[config.mk]
export PLATFORM = sky130hd
export DESIGN_NAME = l2_mem_arbiter_flat
export DESIGN_NICKNAME = d
export VERILOG_FILES = /design/src/rtl/l2_mem_arbiter_pkg.sv /design/src/rtl/l2_mem_arbiter_if.sv /design/src/rtl/l2_mem_arbiter_rr_arb2.sv /design/src/rtl/l2_mem_arbiter.sv /design/src/flat_wrapper.sv
export SDC_FILE = /design/constraint.sdc
export NUM_CORES = 1
export LEC_CHECK = 0
export CORE_AREA = 2 2 282 284
export CTS_BUF_LIST = sky130_fd_sc_hd__clkbuf_8
export CTS_CLUSTER_DIAMETER = 80
export DETAILED_ROUTE_END_ITERATION = 7
export DIE_AREA = 0 0 284 286
export GPL_TIMING_DRIVEN = 0
export PLACE_DENSITY_LB_ADDON = 0.05
export RECOVER_POWER = 50
export REMOVE_ABC_BUFFERS = 1
export SLEW_MARGIN = 20
export SYNTH_ARGS = -nofsm -noshare
export SYNTH_HDL_FRONTEND = slang
export SYNTH_HIERARCHICAL = 1
export SYNTH_SLANG_ARGS = --single-unit
[constraint.sdc]
create_clock -name clk -period 1.7 [get_ports clk]
set_input_delay 0.425 -clock clk [delete_from_list [all_inputs] [get_ports clk]]
set_output_delay 0.425 -clock clk [all_outputs]
set_load 0.03 [all_outputs]
[src/rtl/l2_mem_arbiter_pkg.sv]
// Shared types for the L2 block-port arbiter: FSM states, port ids and default widths.
// No logic here; imported by the arbiter, its round-robin helper and the bus interface.
package l2_mem_arbiter_pkg;

  localparam int DEF_ADDR_W = 28;
  localparam int DEF_DATA_W = 128;

  typedef enum logic [1:0] {
    IDLE  = 2'd0,
    BUSY  = 2'd1,
    RESP  = 2'd2,
    GUARD = 2'd3
  } state_t;

  typedef enum logic {
    PORT_I = 1'b0,
    PORT_D = 1'b1
  } port_t;

endpackage

[src/rtl/l2_mem_arbiter_if.sv]
// Cache-side and memory-side signal bundle of the L2 arbiter.
// slave = arbiter view, master = the surrounding caches and memory.
interface l2_mem_arbiter_if
  import l2_mem_arbiter_pkg::*;
#(
  parameter int ADDR_W = DEF_ADDR_W,
  parameter int DATA_W = DEF_DATA_W
);
  logic              i_read;
  logic [ADDR_W-1:0] i_addr;
  logic [DATA_W-1:0] i_rdata;
  logic              i_ready;
  logic              d_read;
  logic              d_write;
  logic [ADDR_W-1:0] d_addr;
  logic [DATA_W-1:0] d_wdata;
  logic [DATA_W-1:0] d_rdata;
  logic              d_ready;
  logic              mem_read;
  logic              mem_write;
  logic [ADDR_W-1:0] mem_addr;
  logic [DATA_W-1:0] mem_wdata;
  logic [DATA_W-1:0] mem_rdata;
  logic              mem_ready;

  modport slave (
    input  i_read, i_addr, d_read, d_write, d_addr, d_wdata, mem_rdata, mem_ready,
    output i_rdata, i_ready, d_rdata, d_ready, mem_read, mem_write, mem_addr, mem_wdata
  );

  modport master (
    output i_read, i_addr, d_read, d_write, d_addr, d_wdata, mem_rdata, mem_ready,
    input  i_rdata, i_ready, d_rdata, d_ready, mem_read, mem_write, mem_addr, mem_wdata
  );
endinterface

[src/rtl/l2_mem_arbiter_rr_arb2.sv]
// Two-way round-robin grant: combinational grant, last_grant updated only when upd is high.
// On a tie the port that did not win last time is granted.
module rr_arb2
  import l2_mem_arbiter_pkg::*;
(
  input  logic       clk,
  input  logic       rst,
  input  logic [1:0] req,  // bit index is the port_t value
  input  logic       upd,
  output logic [1:0] gnt
);
  port_t last_grant;

  always_comb begin
    gnt = req;
    if (req == 2'b11) begin
      gnt = (last_grant == PORT_I) ? 2'b10 : 2'b01;
    end
  end

  always_ff @(posedge clk) begin
    if (rst) begin
      last_grant <= PORT_I;
    end else if (upd && (gnt != 2'b00)) begin
      last_grant <= gnt[1] ? PORT_D : PORT_I;
    end
  end
endmodule

[src/rtl/l2_mem_arbiter.sv]
// Shares one block memory port between ICache and DCache, one transaction at a time, round-robin.
// All outputs registered: grant->mem request +1 cycle, mem_ready->ready pulse +1, then one guard cycle.
module l2_mem_arbiter
  import l2_mem_arbiter_pkg::*;
#(
  parameter int ADDR_W = DEF_ADDR_W,
  parameter int DATA_W = DEF_DATA_W
)
(
  input  logic                clk,
  input  logic                proc_reset,
  l2_mem_arbiter_if.slave     bus
);
  state_t            state_q, state_d;
  port_t             owner_q;
  logic              mem_read_q, mem_write_q;
  logic [ADDR_W-1:0] addr_q;
  logic [DATA_W-1:0] wdata_q;
  logic [DATA_W-1:0] i_rdata_q, d_rdata_q;
  logic              i_ready_q, d_ready_q;
  logic [1:0]        req, gnt;
  logic              grant_en, done;

  assign req      = {bus.d_read | bus.d_write, bus.i_read};
  assign grant_en = (state_q == IDLE) && (req != 2'b00);
  assign done     = (state_q == BUSY) && bus.mem_ready;

  rr_arb2 u_arb (
    .clk (clk),
    .rst (proc_reset),
    .req (req),
    .upd (grant_en),
    .gnt (gnt)
  );

  always_ff @(posedge clk) begin
    if (proc_reset) state_q <= IDLE;
    else            state_q <= state_d;
  end

  // GUARD exists so the owner's still-high request is not granted again
  // while its registered ready pulse reaches the cache.
  always_comb begin
    state_d = state_q;
    case (state_q)
      IDLE:    if (req != 2'b00) state_d = BUSY;
      BUSY:    if (bus.mem_ready) state_d = RESP;
      RESP:    state_d = GUARD;
      GUARD:   state_d = IDLE;
      default: state_d = IDLE;
    endcase
  end

  always_ff @(posedge clk) begin
    if (proc_reset) begin
      owner_q     <= PORT_I;
      mem_read_q  <= 1'b0;
      mem_write_q <= 1'b0;
      addr_q      <= '0;
      wdata_q     <= '0;
      i_rdata_q   <= '0;
      d_rdata_q   <= '0;
      i_ready_q   <= 1'b0;
      d_ready_q   <= 1'b0;
    end else begin
      i_ready_q <= 1'b0;
      d_ready_q <= 1'b0;
      if (grant_en) begin
        if (gnt[1]) begin
          // A write-back wins if the DCache raises both strobes.
          owner_q     <= PORT_D;
          addr_q      <= bus.d_addr;
          wdata_q     <= bus.d_wdata;
          mem_write_q <= bus.d_write;
          mem_read_q  <= ~bus.d_write;
        end else begin
          owner_q     <= PORT_I;
          addr_q      <= bus.i_addr;
          wdata_q     <= '0;
          mem_write_q <= 1'b0;
          mem_read_q  <= 1'b1;
        end
      end
      if (done) begin
        mem_read_q  <= 1'b0;
        mem_write_q <= 1'b0;
        if (owner_q == PORT_I) begin
          i_ready_q <= 1'b1;
          if (mem_read_q) i_rdata_q <= bus.mem_rdata;
        end else begin
          d_ready_q <= 1'b1;
          if (mem_read_q) d_rdata_q <= bus.mem_rdata;
        end
      end
    end
  end

  assign bus.mem_read  = mem_read_q;
  assign bus.mem_write = mem_write_q;
  assign bus.mem_addr  = addr_q;
  assign bus.mem_wdata = wdata_q;
  assign bus.i_rdata   = i_rdata_q;
  assign bus.i_ready   = i_ready_q;
  assign bus.d_rdata   = d_rdata_q;
  assign bus.d_ready   = d_ready_q;

  a_no_read_and_write: assert property (@(posedge clk) disable iff (proc_reset)
    !(bus.d_read && bus.d_write));
endmodule

[src/flat_wrapper.sv]
// flat-port wrapper written by rule: the top's interface ports become plain ports
module l2_mem_arbiter_flat import l2_mem_arbiter_pkg::*;
#(
  parameter int ADDR_W = DEF_ADDR_W,
  parameter int DATA_W = DEF_DATA_W
)
  (clk, proc_reset, bus_i_read, bus_i_addr, bus_d_read, bus_d_write, bus_d_addr, bus_d_wdata, bus_mem_rdata, bus_mem_ready, bus_i_rdata, bus_i_ready, bus_d_rdata, bus_d_ready, bus_mem_read, bus_mem_write, bus_mem_addr, bus_mem_wdata);
  l2_mem_arbiter_if #(.ADDR_W(ADDR_W), .DATA_W(DATA_W)) bus_i ();
  input  logic clk;
  input  logic proc_reset;
  input wire logic [$bits(bus_i.i_read)-1:0] bus_i_read;
  input wire logic [$bits(bus_i.i_addr)-1:0] bus_i_addr;
  input wire logic [$bits(bus_i.d_read)-1:0] bus_d_read;
  input wire logic [$bits(bus_i.d_write)-1:0] bus_d_write;
  input wire logic [$bits(bus_i.d_addr)-1:0] bus_d_addr;
  input wire logic [$bits(bus_i.d_wdata)-1:0] bus_d_wdata;
  input wire logic [$bits(bus_i.mem_rdata)-1:0] bus_mem_rdata;
  input wire logic [$bits(bus_i.mem_ready)-1:0] bus_mem_ready;
  output wire logic [$bits(bus_i.i_rdata)-1:0] bus_i_rdata;
  output wire logic [$bits(bus_i.i_ready)-1:0] bus_i_ready;
  output wire logic [$bits(bus_i.d_rdata)-1:0] bus_d_rdata;
  output wire logic [$bits(bus_i.d_ready)-1:0] bus_d_ready;
  output wire logic [$bits(bus_i.mem_read)-1:0] bus_mem_read;
  output wire logic [$bits(bus_i.mem_write)-1:0] bus_mem_write;
  output wire logic [$bits(bus_i.mem_addr)-1:0] bus_mem_addr;
  output wire logic [$bits(bus_i.mem_wdata)-1:0] bus_mem_wdata;
  assign bus_i.i_read = bus_i_read;
  assign bus_i.i_addr = bus_i_addr;
  assign bus_i.d_read = bus_d_read;
  assign bus_i.d_write = bus_d_write;
  assign bus_i.d_addr = bus_d_addr;
  assign bus_i.d_wdata = bus_d_wdata;
  assign bus_i.mem_rdata = bus_mem_rdata;
  assign bus_i.mem_ready = bus_mem_ready;
  assign bus_i_rdata = bus_i.i_rdata;
  assign bus_i_ready = bus_i.i_ready;
  assign bus_d_rdata = bus_i.d_rdata;
  assign bus_d_ready = bus_i.d_ready;
  assign bus_mem_read = bus_i.mem_read;
  assign bus_mem_write = bus_i.mem_write;
  assign bus_mem_addr = bus_i.mem_addr;
  assign bus_mem_wdata = bus_i.mem_wdata;
  l2_mem_arbiter #(.ADDR_W(ADDR_W), .DATA_W(DATA_W)) u_core (.clk(clk), .proc_reset(proc_reset), .bus(bus_i));
endmodule
-- Word-level counts from Yosys, hierarchy flattened
Index checks and enable logic that the tools add are counted.
- bitwise logic cells: 4
- shift-type cells: 0
- order comparisons: 0
- add/sub/neg operators: 0
- eq/ne operators: 6
- reductions and logical operators: 11
- multipliers: 0
- multiplexer cells: 12
- div/mod/pow operators: 0
- operators with widths (cell ; count):
    128-bit two-way mux ; 1
    28-bit two-way mux ; 1
    2-bit two-way mux ; 4
    2-bit case mux with 4 select lines ; 1
    2-bit equality test (second input constant) ; 3
    3-bit AND reduction ; 2
    1-bit two-way mux ; 5
    2-bit inequality test (second input constant) ; 2
    2-bit nonzero test ; 2
    2-bit OR reduction ; 2
    1-bit logical AND ; 3
    1-bit NOT ; 3
    2-bit by 1-bit equality test with 1-bit output (second input constant) ; 1
    2-bit zero test ; 1
    2-bit AND reduction ; 1
    1-bit OR ; 1
- word-level logic and storage cells: 44
- latch bits: 0
- register bits: 420
- ROM bits: 0
- output and inout port bits: 416
- memories kept: 0
- memory bits (writable): 0

-- Depth between registers and ports, before layout
- depth after elaboration: 5
- mapped depth: 8

-- Modules after synthesis
Netlist, hierarchy kept.
- modules (own cells, without submodules) (module ; seq. area each (um^2) ; cells each ; area each (um^2) ; times used):
    l2_mem_arbiter ; 8388.0 ; 1841 ; 14969.4 ; 1
    rr_arb2 ; 20.0 ; 7 ; 65.1 ; 1

-- Worst setup path before layout
OpenSTA, ideal clock, no wires.
- path type: input-to-reg
- start: input port bus_d_write
- end: register u_core.wdata_q[118] (netlist: u_core/bus.mem_wdata[118])
- stages: 7
- setup slack: 0.026 ns
- data arrival time: 1.603 ns
- buffers on the path: 3
- path through: or2_2 a21boi_0 clkbuf_1 clkbuf_1 buf_1 nand3_1 a21oi_1
- longest elaborated chain between the ends: 4
- RTL lines (item ; RTL line ; RTL):
    from (decl) ; flat_wrapper.sv:14 ; input wire logic [$bits(bus_i.d_write)-1:0] bus_d_write;
    1-bit OR * ; l2_mem_arbiter.sv:24 ; assign req = {bus.d_read | bus.d_write, bus.i_read};
    2-bit equality test ; l2_mem_arbiter_rr_arb2.sv:16 ; if (req == 2'b11) begin
    2-bit two-way mux * ; l2_mem_arbiter_rr_arb2.sv:16 ;
    named net u_core.gnt[1] ; l2_mem_arbiter.sv:21 ; logic [1:0] req, gnt;
    128-bit two-way mux * ; l2_mem_arbiter.sv:69 ; if (gnt[1]) begin
    to (signal assigned) ; l2_mem_arbiter.sv:73 ; wdata_q <= bus.d_wdata;
    to (decl) ; l2_mem_arbiter.sv:18 ; logic [DATA_W-1:0] wdata_q;
Mark *: on every way through the listed nets, which the timed path passes. The rest lies on a longest branch.
A chain may end at the register's enable or synchronous reset.

-- Worst setup path after layout
- start: input port proc_reset
- end: register u_core.mem_write_q (netlist: u_core/bus.mem_write)
- longest elaborated chain between the ends: 1
- RTL lines (item ; RTL line ; RTL):
    from (decl) ; flat_wrapper.sv:10 ; input logic proc_reset;
    2-bit OR reduction (no line) ; -- ;
    to (signal assigned) ; l2_mem_arbiter.sv:74 ; mem_write_q <= bus.d_write;
    to (decl) ; l2_mem_arbiter.sv:16 ; logic mem_read_q, mem_write_q;
Every way passes these cells.

==> impl_metrics.py <==
metrics = {
    "worst_setup_path": {
        "start_kind": "primary input",
        "crit_top_cell": "buf_16",
        "arrival_ns": 2.19,
        "critical_path.endpoint_type": "flop",
        "slowest_stage": "buf_8",
        "crit_type": "primary input to flop",
        "required_ns": 2.25,
        "path_cells": "buf_8 > buf_16 > buf_16 > a21oi_1 > a21boi_0",
        "slowest_delay_ns": 0.45,
        "crit_fanout": 106,
    },
    "sta": {
        "post-route-period-util": 0.969,
        "hold_violations": 0,
        "skew_ns": 0.0261,
        "setup_viol": 0,
        "max_freq_mhz": 607,
        "final_max_slew_viol_count": 0,
        "tightest_slew_ns": 0.664,
        "setup_ws_ns": 0.0528,
        "tns_ns": 0,
        "rsz0062_at_grt": "true",
        "fin_crit_ns": 1.65,
        "relSlewSlack": 0.557,
    },
    "pwr": {
        "p_clk_frac": 0.288,
        "cellPowerDensity_mw_per_mm2": 1380,
        "p_int_w": 0.0219,
        "swShare": 0.378,
        "ir_worst_vdd_uv": 600,
        "seqPwrFrac": 0.334,
        "comb_power_share": 0.379,
        "leakagePower_nw": 10.2,
        "p_sw_w": 0.0133,
    },
    "clock_tree": {
        "cts.sinks": 420,
        "path_clk_slew_ns": 0.06,
        "htreeDepth": 3,
        "cts_buffers": 85,
        "cts_hold_buf": 0,
        "cts_tree": "built",
        "cts.path.max_buffers": 3,
        "clkLatencyLatePin_ns": 0.68,
        "cts_root_buffer": "clkbuf_8",
    },
    "die": {
        "coreArea_mm2": 0.0784,
        "io_pins": 734,
        "die_y_um": 286,
        "die_w_um": 284,
        "die-area_mm2": 0.0812,
        "initial_core_util": 0.192,
        "fp-row-count": 103,
    },
    "cells_and_area": {
        "fin_nets": 2937,
        "fillerInstances": 8439,
        "syn_to_final_growth_pct": 70.1,
        "layout-drive-gt1-share": 0.274,
        "final_util": 0.326,
    },
    "drt": {
        "topRoutingLayerUsed": "met5",
        "via_per_inst": 4.24,
        "drt_iter0_markers": 604,
        "wl_per_cell_um": 21.1,
        "drt-total-wl_mm": 78.9,
        "met3_wirelength_mm": 8.53,
        "wl_met1_mm": 29.0,
        "ant_nets": 0,
        "dr_wl_met2_mm": 39.2,
        "routed-via-count": 15807,
        "dr.pass1.iters": 4,
        "drcViolationCount": 0,
    },
    "placed_design": {
        "port-buffer-count": 733,
        "gp_congestion": 0.794,
        "dp_slack_ns": -1.25,
        "hpwl_mm": 52.8,
    },
    "global_route": {
        "grt.total_usage": 0.183,
        "grt_pass1_vias": 15592,
        "grt_overflow": 0,
        "grt_max_degree": 107,
        "grt_pass1_wl_mm": 110,
        "antenna_found_initial": 28,
    },
    "outcome": {
        "outcome": "finished, final reports clean",
    },
    "synth": {
        "syn_inst": 1846,
        "synthesis.area_mm2": 0.0150,
        "postSynthAreaPerCell_um2": 8.14,
        "yosysWarnings": 6,
    },
    "job": {
        "maxCapViolCount": 0,
    },
    "worst_hold_path": {
        "hold_class": "primary input to flop",
    },
}
-- cell usage in the layout, fill, tap and decap left out, drive strengths merged, types with 2 or more instances in the layout --
cell type      instances
nand2                646
buf                  478
dfxtp                420
a21oi                388
clkdlybuf4s50        313
clkbuf               139
nand3                129
inv                   38
mux2i                 29
a211oi                28
nor2                  28
diode                 11
clkinv                 6
dlygate4sd2            3
and4                   3
ha                     3
clkinvlp               2
bufbuf                 2
nor3                   2
o211a                  2
a21boi                 2
-- layer usage --
| layer | GRT usage | up-vias |
|---|---|---|
| li1 | - | 7682 |
| met1 | 0.190 | 7418 |
| met2 | 0.317 | 539 |
| met3 | 0.0941 | 134 |
| met4 | 0.0638 | 34 |
| met5 | 0 | - |
-- worst max-delay path: cells and delay by family --
kind / cells / cell delay (ns)
buffers and inverters: 3 / 1.18
AO/OA/AOI/OAI: 2 / 0.30
-- flip-flops by register name, summed over array words and instances, names as in the netlist --
signal	count
u_core/bus.d_rdata	128
u_core/bus.i_rdata	128
u_core/bus.mem_wdata	128
u_core/bus.mem_addr	28
u_core/state_q	2
u_core/bus.d_ready	1
u_core/bus.i_ready	1
u_core/bus.mem_read	1
u_core/bus.mem_write	1
u_core/owner_q	1
u_core/u_arb/last_grant	1
-- power by group through the flow --
stage	sequential [W]	clock [W]	combinational, W
after floorplan	0.0136	0	0.00319
final	0.0117	0.0101	0.0133
after global routing	0.0119	0.0111	0.0142
after CTS	0.0117	0.0106	0.0131
after detailed placement	0.0119	0	0.0117
after global placement	0.0113	0	0.00771
-- cell type report --
| type | count | area, um^2 | area share |
|---|---|---|---|
| Clock inverter | 39 | 188 | 0.00734 |
| Sequential cell | 420 | 8430 | 0.330 |
| Clock buffer | 103 | 1420 | 0.0555 |
| Timing Repair Buffer | 832 | 7870 | 0.308 |
| Multi-Input combinational cell | 1270 | 6240 | 0.244 |
| Antenna cell | 11 | 27.5 | 0.00108 |
| Tap cell | 1050 | 1310 | 0.0514 |
| Timing Repair inverter | 3 | 45.0 | 0.00176 |
| Inverter | 4 | 33.8 | 0.00132 |
-- per-stage QoR --
step,cells,total power [W],hold slack (ns),area (um^2)
global route,3728,0.0372,0.219,25500
finish,3732,0.0352,0.235,25600
detailed placement,3527,0.0236,0.442,23900
CTS,3706,0.0355,0.156,24900
floorplan,1692,0.0168,0.451,14400
global placement,3475,0.0190,0.439,23000
-- path summary, 6_finish.rpt --
check,depth (start not counted),endpoint,slack (ns),startpoint
max,5,u_core/bus.mem_write,0.05,proc_reset
max reg2reg,6,u_core/bus.mem_addr[26],0.06,u_core/u_arb/last_grant
min,2,u_core/bus.i_rdata[69],0.23,proc_reset
min reg2reg,2,u_core/bus.mem_wdata[88],0.45,u_core/bus.mem_wdata[88]
-- timing repair --
action,4_1_cts,5_1_grt
resized for setup,2420,164
endpoints found under the setup margin,830,295
gates cloned,14,8
buffers inserted,27,14
pin swaps,4,18
No activity file was read; power rests on OpenSTA's default activity.
